`src/rtl/sram_axi_bridge.sv`:
```
`default_nettype none
// ============================================================================
// Module   : sram_axi_bridge
// Purpose  : Converts the CPU core's two SRAM-like request/addr_ok/data_ok
//            interfaces (instruction fetch, data access) into one AXI master.
//            One read and one write may be outstanding at the same time.
//            The data port wins read arbitration, and only the data port
//            writes. A data read is held off while a write is outstanding,
//            and a data write is held off while a data read is outstanding,
//            so a read never overtakes a write to the same location.
// Revision : 1.0 - initial release
// ----------------------------------------------------------------------------
// Ports
//   clk, resetn             clock, asynchronous active-low reset
//   inst_sram_*             instruction SRAM-like port (reads only)
//   data_sram_*             data SRAM-like port (reads and writes)
//     *_req/_wr/_size/_addr/_wstrb/_wdata   request fields from the core
//     *_addr_ok             request accepted this cycle (combinational)
//     *_data_ok, *_rdata    one-cycle completion pulse, read data
//   ar*  (arid, araddr, arsize, arvalid, arready)   AXI read address
//   r*   (rid, rdata, rvalid, rready)               AXI read data
//   aw*  (awaddr, awsize, awvalid, awready)         AXI write address
//   w*   (wdata, wstrb, wvalid, wready)             AXI write data
//   b*   (bvalid, bready)                           AXI write response
//   Fixed AXI fields (len, burst, lock, cache, prot, wid, wlast) are tied
//   off by the parent.
// ============================================================================
module sram_axi_bridge #(
  parameter logic [3:0] ID_INST = 4'd0,
  parameter logic [3:0] ID_DATA = 4'd1
) (
  input  logic        clk,
  input  logic        resetn,

  input  logic        inst_sram_req,
  input  logic        inst_sram_wr,
  input  logic [1:0]  inst_sram_size,
  input  logic [31:0] inst_sram_addr,
  input  logic [3:0]  inst_sram_wstrb,
  input  logic [31:0] inst_sram_wdata,
  output logic        inst_sram_addr_ok,
  output logic        inst_sram_data_ok,
  output logic [31:0] inst_sram_rdata,

  input  logic        data_sram_req,
  input  logic        data_sram_wr,
  input  logic [1:0]  data_sram_size,
  input  logic [31:0] data_sram_addr,
  input  logic [3:0]  data_sram_wstrb,
  input  logic [31:0] data_sram_wdata,
  output logic        data_sram_addr_ok,
  output logic        data_sram_data_ok,
  output logic [31:0] data_sram_rdata,

  output logic [3:0]  arid,
  output logic [31:0] araddr,
  output logic [2:0]  arsize,
  output logic        arvalid,
  input  logic        arready,

  input  logic [3:0]  rid,
  input  logic [31:0] rdata,
  input  logic        rvalid,
  output logic        rready,

  output logic [31:0] awaddr,
  output logic [2:0]  awsize,
  output logic        awvalid,
  input  logic        awready,

  output logic [31:0] wdata,
  output logic [3:0]  wstrb,
  output logic        wvalid,
  input  logic        wready,

  input  logic        bvalid,
  output logic        bready
);

  typedef enum logic [1:0] {
    RD_IDLE = 2'd0,
    RD_AR   = 2'd1,
    RD_R    = 2'd2
  } rd_state_t;

  typedef enum logic [1:0] {
    WR_IDLE = 2'd0,
    WR_REQ  = 2'd1,
    WR_B    = 2'd2
  } wr_state_t;

  rd_state_t   r_rd_state;
  rd_state_t   w_rd_next;
  wr_state_t   r_wr_state;
  wr_state_t   w_wr_next;

  logic [31:0] r_araddr;
  logic [2:0]  r_arsize;
  logic [3:0]  r_arid;

  logic [31:0] r_awaddr;
  logic [2:0]  r_awsize;
  logic [3:0]  r_wstrb;
  logic [31:0] r_wdata;
  logic        r_aw_pend;
  logic        r_w_pend;

  logic        w_rd_idle;
  logic        w_wr_idle;
  logic        w_data_rd_win;
  logic        w_inst_rd_win;
  logic        w_data_wr_win;
  logic        w_r_fire;
  logic        w_b_fire;

  // The instruction port is read-only; its write-side fields carry no meaning.
  logic        w_unused_inst_wr_fields;
  assign w_unused_inst_wr_fields = ^{inst_sram_wr, inst_sram_wstrb, inst_sram_wdata};

  assign w_rd_idle = (r_rd_state == RD_IDLE);
  assign w_wr_idle = (r_wr_state == WR_IDLE);

  // --------------------------------------------------------------------------
  // Request arbitration. The resetn term keeps addr_ok low while reset is
  // held, since both FSMs sit in IDLE then and would otherwise accept.
  // --------------------------------------------------------------------------
  // Data read: only when no write is in flight (read-after-write ordering).
  assign w_data_rd_win = resetn & data_sram_req & ~data_sram_wr & w_rd_idle & w_wr_idle;

  // Instruction read: only when the data port is not taking the read channel.
  assign w_inst_rd_win = resetn & inst_sram_req & w_rd_idle & ~w_data_rd_win;

  // Data write: blocked only by an outstanding read belonging to the data port.
  // When the read FSM is idle, r_arid may still hold a stale ID_DATA, hence
  // the idle term in the OR.
  assign w_data_wr_win = resetn & data_sram_req & data_sram_wr & w_wr_idle &
                         (w_rd_idle | (r_arid != ID_DATA));

  assign inst_sram_addr_ok = w_inst_rd_win;
  assign data_sram_addr_ok = w_data_rd_win | w_data_wr_win;

  // --------------------------------------------------------------------------
  // Read FSM
  // --------------------------------------------------------------------------
  always_ff @(posedge clk or negedge resetn) begin
    if (!resetn) begin
      r_rd_state <= RD_IDLE;
    end else begin
      r_rd_state <= w_rd_next;
    end
  end

  always_comb begin
    w_rd_next = r_rd_state;
    arvalid   = 1'b0;
    rready    = 1'b0;
    w_r_fire  = 1'b0;
    case (r_rd_state)
      RD_IDLE: begin
        if (w_data_rd_win || w_inst_rd_win) begin
          w_rd_next = RD_AR;
        end
      end
      RD_AR: begin
        arvalid = 1'b1;
        if (arready) begin
          w_rd_next = RD_R;
        end
      end
      RD_R: begin
        rready = 1'b1;
        if (rvalid) begin
          w_r_fire  = 1'b1;
          w_rd_next = RD_IDLE;
        end
      end
      default: begin
        w_rd_next = RD_IDLE;
      end
    endcase
  end

  // Read request fields are captured on acceptance and held until the next
  // acceptance, so they stay stable across every arvalid cycle.
  always_ff @(posedge clk or negedge resetn) begin
    if (!resetn) begin
      r_araddr <= 32'd0;
      r_arsize <= 3'd0;
      r_arid   <= 4'd0;
    end else if (w_data_rd_win) begin
      r_araddr <= data_sram_addr;
      r_arsize <= {1'b0, data_sram_size};
      r_arid   <= ID_DATA;
    end else if (w_inst_rd_win) begin
      r_araddr <= inst_sram_addr;
      r_arsize <= {1'b0, inst_sram_size};
      r_arid   <= ID_INST;
    end
  end

  assign arid   = r_arid;
  assign araddr = r_araddr;
  assign arsize = r_arsize;

  // --------------------------------------------------------------------------
  // Write FSM. AW and W are independent channels: each pending flag drops on
  // its own handshake, and the response phase starts once both have gone.
  // --------------------------------------------------------------------------
  always_ff @(posedge clk or negedge resetn) begin
    if (!resetn) begin
      r_wr_state <= WR_IDLE;
    end else begin
      r_wr_state <= w_wr_next;
    end
  end

  always_comb begin
    w_wr_next = r_wr_state;
    awvalid   = 1'b0;
    wvalid    = 1'b0;
    bready    = 1'b0;
    w_b_fire  = 1'b0;
    case (r_wr_state)
      WR_IDLE: begin
        if (w_data_wr_win) begin
          w_wr_next = WR_REQ;
        end
      end
      WR_REQ: begin
        awvalid = r_aw_pend;
        wvalid  = r_w_pend;
        if ((!r_aw_pend || awready) && (!r_w_pend || wready)) begin
          w_wr_next = WR_B;
        end
      end
      WR_B: begin
        bready = 1'b1;
        if (bvalid) begin
          w_b_fire  = 1'b1;
          w_wr_next = WR_IDLE;
        end
      end
      default: begin
        w_wr_next = WR_IDLE;
      end
    endcase
  end

  always_ff @(posedge clk or negedge resetn) begin
    if (!resetn) begin
      r_awaddr  <= 32'd0;
      r_awsize  <= 3'd0;
      r_wstrb   <= 4'd0;
      r_wdata   <= 32'd0;
      r_aw_pend <= 1'b0;
      r_w_pend  <= 1'b0;
    end else if (w_data_wr_win) begin
      r_awaddr  <= data_sram_addr;
      r_awsize  <= {1'b0, data_sram_size};
      r_wstrb   <= data_sram_wstrb;
      r_wdata   <= data_sram_wdata;
      r_aw_pend <= 1'b1;
      r_w_pend  <= 1'b1;
    end else if (r_wr_state == WR_REQ) begin
      // Ready inputs are only meaningful while the request phase is active.
      if (awready) begin
        r_aw_pend <= 1'b0;
      end
      if (wready) begin
        r_w_pend <= 1'b0;
      end
    end
  end

  assign awaddr = r_awaddr;
  assign awsize = r_awsize;
  assign wdata  = r_wdata;
  assign wstrb  = r_wstrb;

  // --------------------------------------------------------------------------
  // Completion. Read data is steered by rid; an unrecognised rid retires the
  // read silently. A data read and a data write are never outstanding
  // together, so the two sources of data_sram_data_ok cannot collide.
  // --------------------------------------------------------------------------
  assign inst_sram_data_ok = w_r_fire & (rid == ID_INST);
  assign data_sram_data_ok = (w_r_fire & (rid == ID_DATA)) | w_b_fire;

  assign inst_sram_rdata = rdata;
  assign data_sram_rdata = rdata;

endmodule
`default_nettype wire

```
`config.mk`:
```
export PLATFORM = sky130hd
export DESIGN_NAME = sram_axi_bridge
export DESIGN_NICKNAME = d
export VERILOG_FILES = /design/src/rtl/sram_axi_bridge.sv
export SDC_FILE = /design/constraint.sdc
export NUM_CORES = 1
export LEC_CHECK = 0
export BUFFER_PORTS_ARGS = -buffer_cell sky130_fd_sc_hd__buf_2
export CAP_MARGIN = 20
export CORE_AREA = 2 2 146 148
export CTS_BUF_LIST = sky130_fd_sc_hd__clkbuf_8
export DETAILED_ROUTE_END_ITERATION = 16
export DIE_AREA = 0 0 148 150
export SLEW_MARGIN = 20
export SYNTH_ARGS = -nofsm -noshare
export SYNTH_HDL_FRONTEND = slang
export SYNTH_SLANG_ARGS = --single-unit
```
`constraint.sdc`:
```
create_clock -name clk -period 5.4 [get_ports clk]
set_clock_uncertainty 0.1 [all_clocks]
set_input_delay 0.27 -clock clk [delete_from_list [all_inputs] [get_ports clk]]
set_output_delay 0.27 -clock clk [all_outputs]
set_load 0.01 [all_outputs]
```
Word level (Yosys, flattened, before mapping)
Cells that the tools add are included.
- equality and inequality tests: 12
- muxes and demuxes: 29
- bitwise gates (word level): 17
- reduce and logical (&&, ||, !) cells: 17
- operators by type and width (cell ; number):
    2-to-1 mux 32 bit ; 2
    2-to-1 mux 1 bit ; 15
    AND 1 bit ; 12
    2-to-1 mux 2 bit ; 6
    one-hot mux 2 bit (3 select lines) ; 2
    2-to-1 mux 4 bit ; 2
    inequality test 2 bit, second input constant ; 4
    nonzero test 2 bit ; 4
    2-to-1 mux 3 bit ; 2
    AND reduction 3 bit ; 2
    equality test 2 x 1 -> 1 bit, second input constant ; 2
    equality test 2 bit, second input constant ; 2
    equality test 4 x 1 -> 1 bit, second input constant ; 1
    logical NOT 2 bit ; 2
    logical NOT 4 bit ; 1
    inequality test 2 x 1 -> 1 bit, second input constant ; 2
    inequality test 4 x 1 -> 1 bit, second input constant ; 1
    AND reduction 2 bit ; 2
    logical OR 1 bit ; 3
    OR 1 bit ; 3
    logical NOT 1 bit ; 2
    NOT 1 bit ; 2
    logical AND 1 bit ; 1
- register bits after elaboration: 115
- input bits: 187
- output and inout bits: 183

Logic depth before layout (Yosys ltp)
- depth in word-level cells: 9
- depth in mapped cells: 5

Least setup slack after synthesis
OpenSTA, ideal clock, no wires.
- kind: reg2reg
- start: reg r_rd_state[0]
- end: reg r_araddr[10] (netlist: araddr[10])
- setup time: 0.125 ns
- arrival time: 1.678 ns
- slack: 3.497 ns
- stages on the path, launching flop included: 6
- path buffers: 2
- cell sequence: dfrtp_1 nor4bb_1 buf_2 buf_2 mux2_2 mux2_4
- longest elaborated chain between the ends: 6
- RTL lines (item ; line ; RTL):
    start: declaration ; 92 ; rd_state_t r_rd_state;
    start signal: assignment ; 149 ; r_rd_state <= w_rd_next;
    logical NOT 2 bit * ; 120 ; assign w_rd_idle = (r_rd_state == RD_IDLE);
    AND 1 bit (2 in series) ; 128 ; assign w_data_rd_win = resetn & data_sram_req & ~data_sram_wr & w_rd_idle & w_wr_idle;
    NOT 1 bit ; 131 ; assign w_inst_rd_win = resetn & inst_sram_req & w_rd_idle & ~w_data_rd_win;
    AND 1 bit ; 131 ;
    nonzero test 2 bit (no source line) ; - ;
    end signal: assignment ; 191 ; r_araddr <= data_sram_addr;
    end signal: assignment ; 195 ; r_araddr <= inst_sram_addr;
    end: declaration ; 97 ; logic [31:0] r_araddr;
Mark *: on every way between the ends. The rest lies on a longest branch, timed or not.
A chain may end at the register's enable or synchronous reset.

Final worst setup path
- start: in resetn
- end: out inst_sram_addr_ok
- longest elaborated chain between the ends: 6
- RTL lines (item ; line ; RTL):
    start: declaration ; 33 ; input logic resetn,
    AND 1 bit (4 in series) ; 128 ;
    NOT 1 bit ; 131 ;
    AND 1 bit * ; 131 ;
    end: declaration ; 41 ; output logic inst_sram_addr_ok,
Marked as above.

==> impl_results.md <==
* Startpoint Class: input port
* Net Sw Frac at roughly 34%
* Min-Delay Path Class: input port to flop
* Synthesized instance count at about 370
* Area grow syn2layout at 31.1%
* Synth top area share at around 52%
* Place WS at about 2300 ps
* GPL Wtd Cong at a little over 0.7
* Avg Synthesized Cell Area at around 14 um^2
* I/O pin cnt at 370
* Gate power share at approximately 45%
* Overall Power at 3.49 mW
* Final core utilization at around 34%
* Top cells by area, synth: dfrtp_1, mux2_2, buf_4
* Clock Power Share at approximately 14%
* Final setup vio count at 0
* Hold Violations, Final at 0
* Hold Buf Count CTS at 58
* Vias in the first global route at roughly 3.7k
* Via count at around 3.5k
* Max_cap viols at 0
* Clock slew at reported path FFs at between 100 and 150 ps
* Post-synth EDFFs at 0
* # nets final at between 700 and 800
* H-tree Lvls at 3
* Total grt overflow at 0
* Post-CTS Resized at 0
* Cell area after layout at 6990 um^2
* Internal cell power at approximately 2.3 mW
* Async S/R FF share, synth at 100%
* Outcome: complete, no violations
* CP Cell Sequence: dlygate4sd3_1 -> buf_4 -> nand4bb_1 -> or4_2 -> buf_4 -> and2_1 -> buf_2
* Die footprint at approximately 22000 um^2
* Fin crit share at 67.1%
* Worst setup EP type: output pin
* Sum Neg Setup Slack at 0 ps
* 1st-pass router iterations at 4
* Pwr dens at between 400 and 500 nW/um^2
* Reg power frac at 41.6%
* Largest net degree at the start of global routing at 65
* CTS sink count at 111
* Commonest cells in the netlist: dfrtp_1, mux2_2, buf_4, mux2_4, buf_6
* Post-place instance area at 6230 um^2
* First-pass GRT wire length at 19000 um
* Worst EP required at 5030 ps
* Slew HR at 44.8%
* Worst path slowest cell: or4_2
* Arrival @ worst endpoint at roughly 3300 ps
* Drt first-iter violations at 74
* Diode count at 0
* Final worst path period need at roughly 3600 ps
* Initial antenna violation count at 0
* Height of the die at about 150 um
* Routed len/inst at between 10 and 15 um
* Drc violations at 0
* Most common cell on crit path: buf_4
* Pleak at 3.47 nW
* Total GRT Usage at 11.0%
* Initial Util at 25.8%
* Synthesized area at between 5000 and 6000 um^2
* Port-buffer cells at approximately 230
* Slew of the pin with the lowest slew margin at between 800 and 900 ps
* PnR worst setup slack at roughly 1800 ps
* Inst Count DP at approximately 800
* CTS tree: yes
* Yosys warns at 0
* Post-synthesis sequential area ratio at a little over half
* ANT nets after route at 0
* Worst hold slack at approximately 30 ps
* Share of cells above drive strength 1 at between 60% and 70%
* Synth area leader: dfrtp_1
* NetSw at roughly 1.2 mW
* Num CTS Buffers at 9
* # fillers at approximately 2.1k
* Worst-path maximum fanout at 50
* Max-slew violation count at 0
* F_max at ~0.28 GHz
* RSZ-0062 raised after global routing: no
* Crit path kind: input port to output pin
* Synthesized flop and latch total at ~110
* Core area at a little over 20000 um^2
* Post-synth top flop: dfrtp_1
* DR vias/cell at about 4.0
* Latest clock arrival within the worst-skew pair at ~380 ps
* Peak supply drop at between 0.15 and 0.2 mV
* Max incr delay on CP at around 900 ps
* Hpwl dp at about 9000 um
* Finished Layout Cells at 875
* Max Buffers Root-to-Sink at 2
* # rows at 53
* Post-CTS setup buffer count at 0
* Final WL at between 10000 and 15000 um
* Root buf cell: clkbuf_8
* Die Span X at between 100 and 150 um
* Synth unique cells at 29
==> cell families (layout without fill, tap and decap cells) <==
family / Yosys count / count (layout) / synth area share [%]
compound gates: 11 / 11 / 1.43
simple gates: 19 / 19 / 2.30
mux: 138 / 138 / 31.0
other cells: 1 / 5 / 0.0703
buf+inv: 91 / 316 / 13.1
flops: 111 / 111 / 52.1
==> final cells by class <==
class	instances	area, um^2	share of cell area [%]
tap	275	344	4.92
clock inverter	7	56.3	0.805
inverter	6	22.5	0.322
clock buffer	9	124	1.77
timing repair buffer	294	1780	25.4
multi-input combinational	173	1890	27.1
sequential	111	2780	39.7
==> per-layer routing <==
layer | vias to the layer above | GRT usage, % | share of wire (%)
met2 | 132 | 19.1 | 50
met4 | 0 | 4.48 | 2.5
met5 | - | 0 | 0
met1 | 1719 | 12.5 | 40
li1 | 1647 | - | -
met3 | 32 | 3.66 | 7.1
==> state kept, by name, summed over array words and instances (netlist names) <==
| name | cells |
|---|---|
| r_wr_state | 2 |
| r_w_pend | 1 |
| wdata | 32 |
| araddr | 32 |
| r_aw_pend | 1 |
| arid | 1 |
| awaddr | 32 |
| awsize | 2 |
| arsize | 2 |
| wstrb | 4 |
| r_rd_state | 2 |
==> critical path: cells and delay by family <==
kind / cells / cell delay [ps]
buf+inv: 4 / 1590
simple gates: 3 / 1330
==> final timing paths <==
kind / start / to / slack, ps / cells past startpoint
max in group asynchronous: resetn / awaddr[8] / 3540 / 3
setup / recovery: resetn / inst_sram_addr_ok / 1780 / 7
min in group asynchronous: resetn / awaddr[19] / 340 / 2
hold / removal: data_sram_addr[19] / araddr[19] / 30 / 2
setup reg to reg: r_wr_state[1] / araddr[31] / 2900 / 4
hold reg to reg: wdata[5] / wdata[5] / 410 / 1
==> layout by cell type (no fill, tap or decap) <==
cell type,instances
a21bo_2,1
or3b_4,1
nand2b_1,1
o21a_1,1
clkinv_4,1
buf_4,6
o2bb2ai_1,1
or4_2,1
dlygate4sd3_1,58
nor2_1,4
a32o_1,1
o21ai_0,3
and2_1,3
buf_2,230
clkinvlp_4,1
dfrtp_1,111
inv_8,2
nand2_1,1
inv_6,1
nand4bb_1,1
a22o_1,1
conb_1,5
and3b_1,1
nor4_1,1
o22ai_1,1
a21oi_1,2
inv_1,7
mux2_4,27
nor2b_1,3
mux2_2,111
clkbuf_8,9
nor4bb_4,1
and2b_1,1
clkinv_2,1
==> power by group through the flow <==
stage	combinational, mW	sequential, mW	clock, mW
6_report	1.55	1.45	0.485
5_1_grt	1.68	1.50	0.554
4_1_cts	1.58	1.45	0.519
3_5_place_dp	1.55	1.46	0
3_3_place_gp	1.53	1.45	0
2_1_floorplan	0.786	1.66	0
Power figures use the tool's default switching activity.
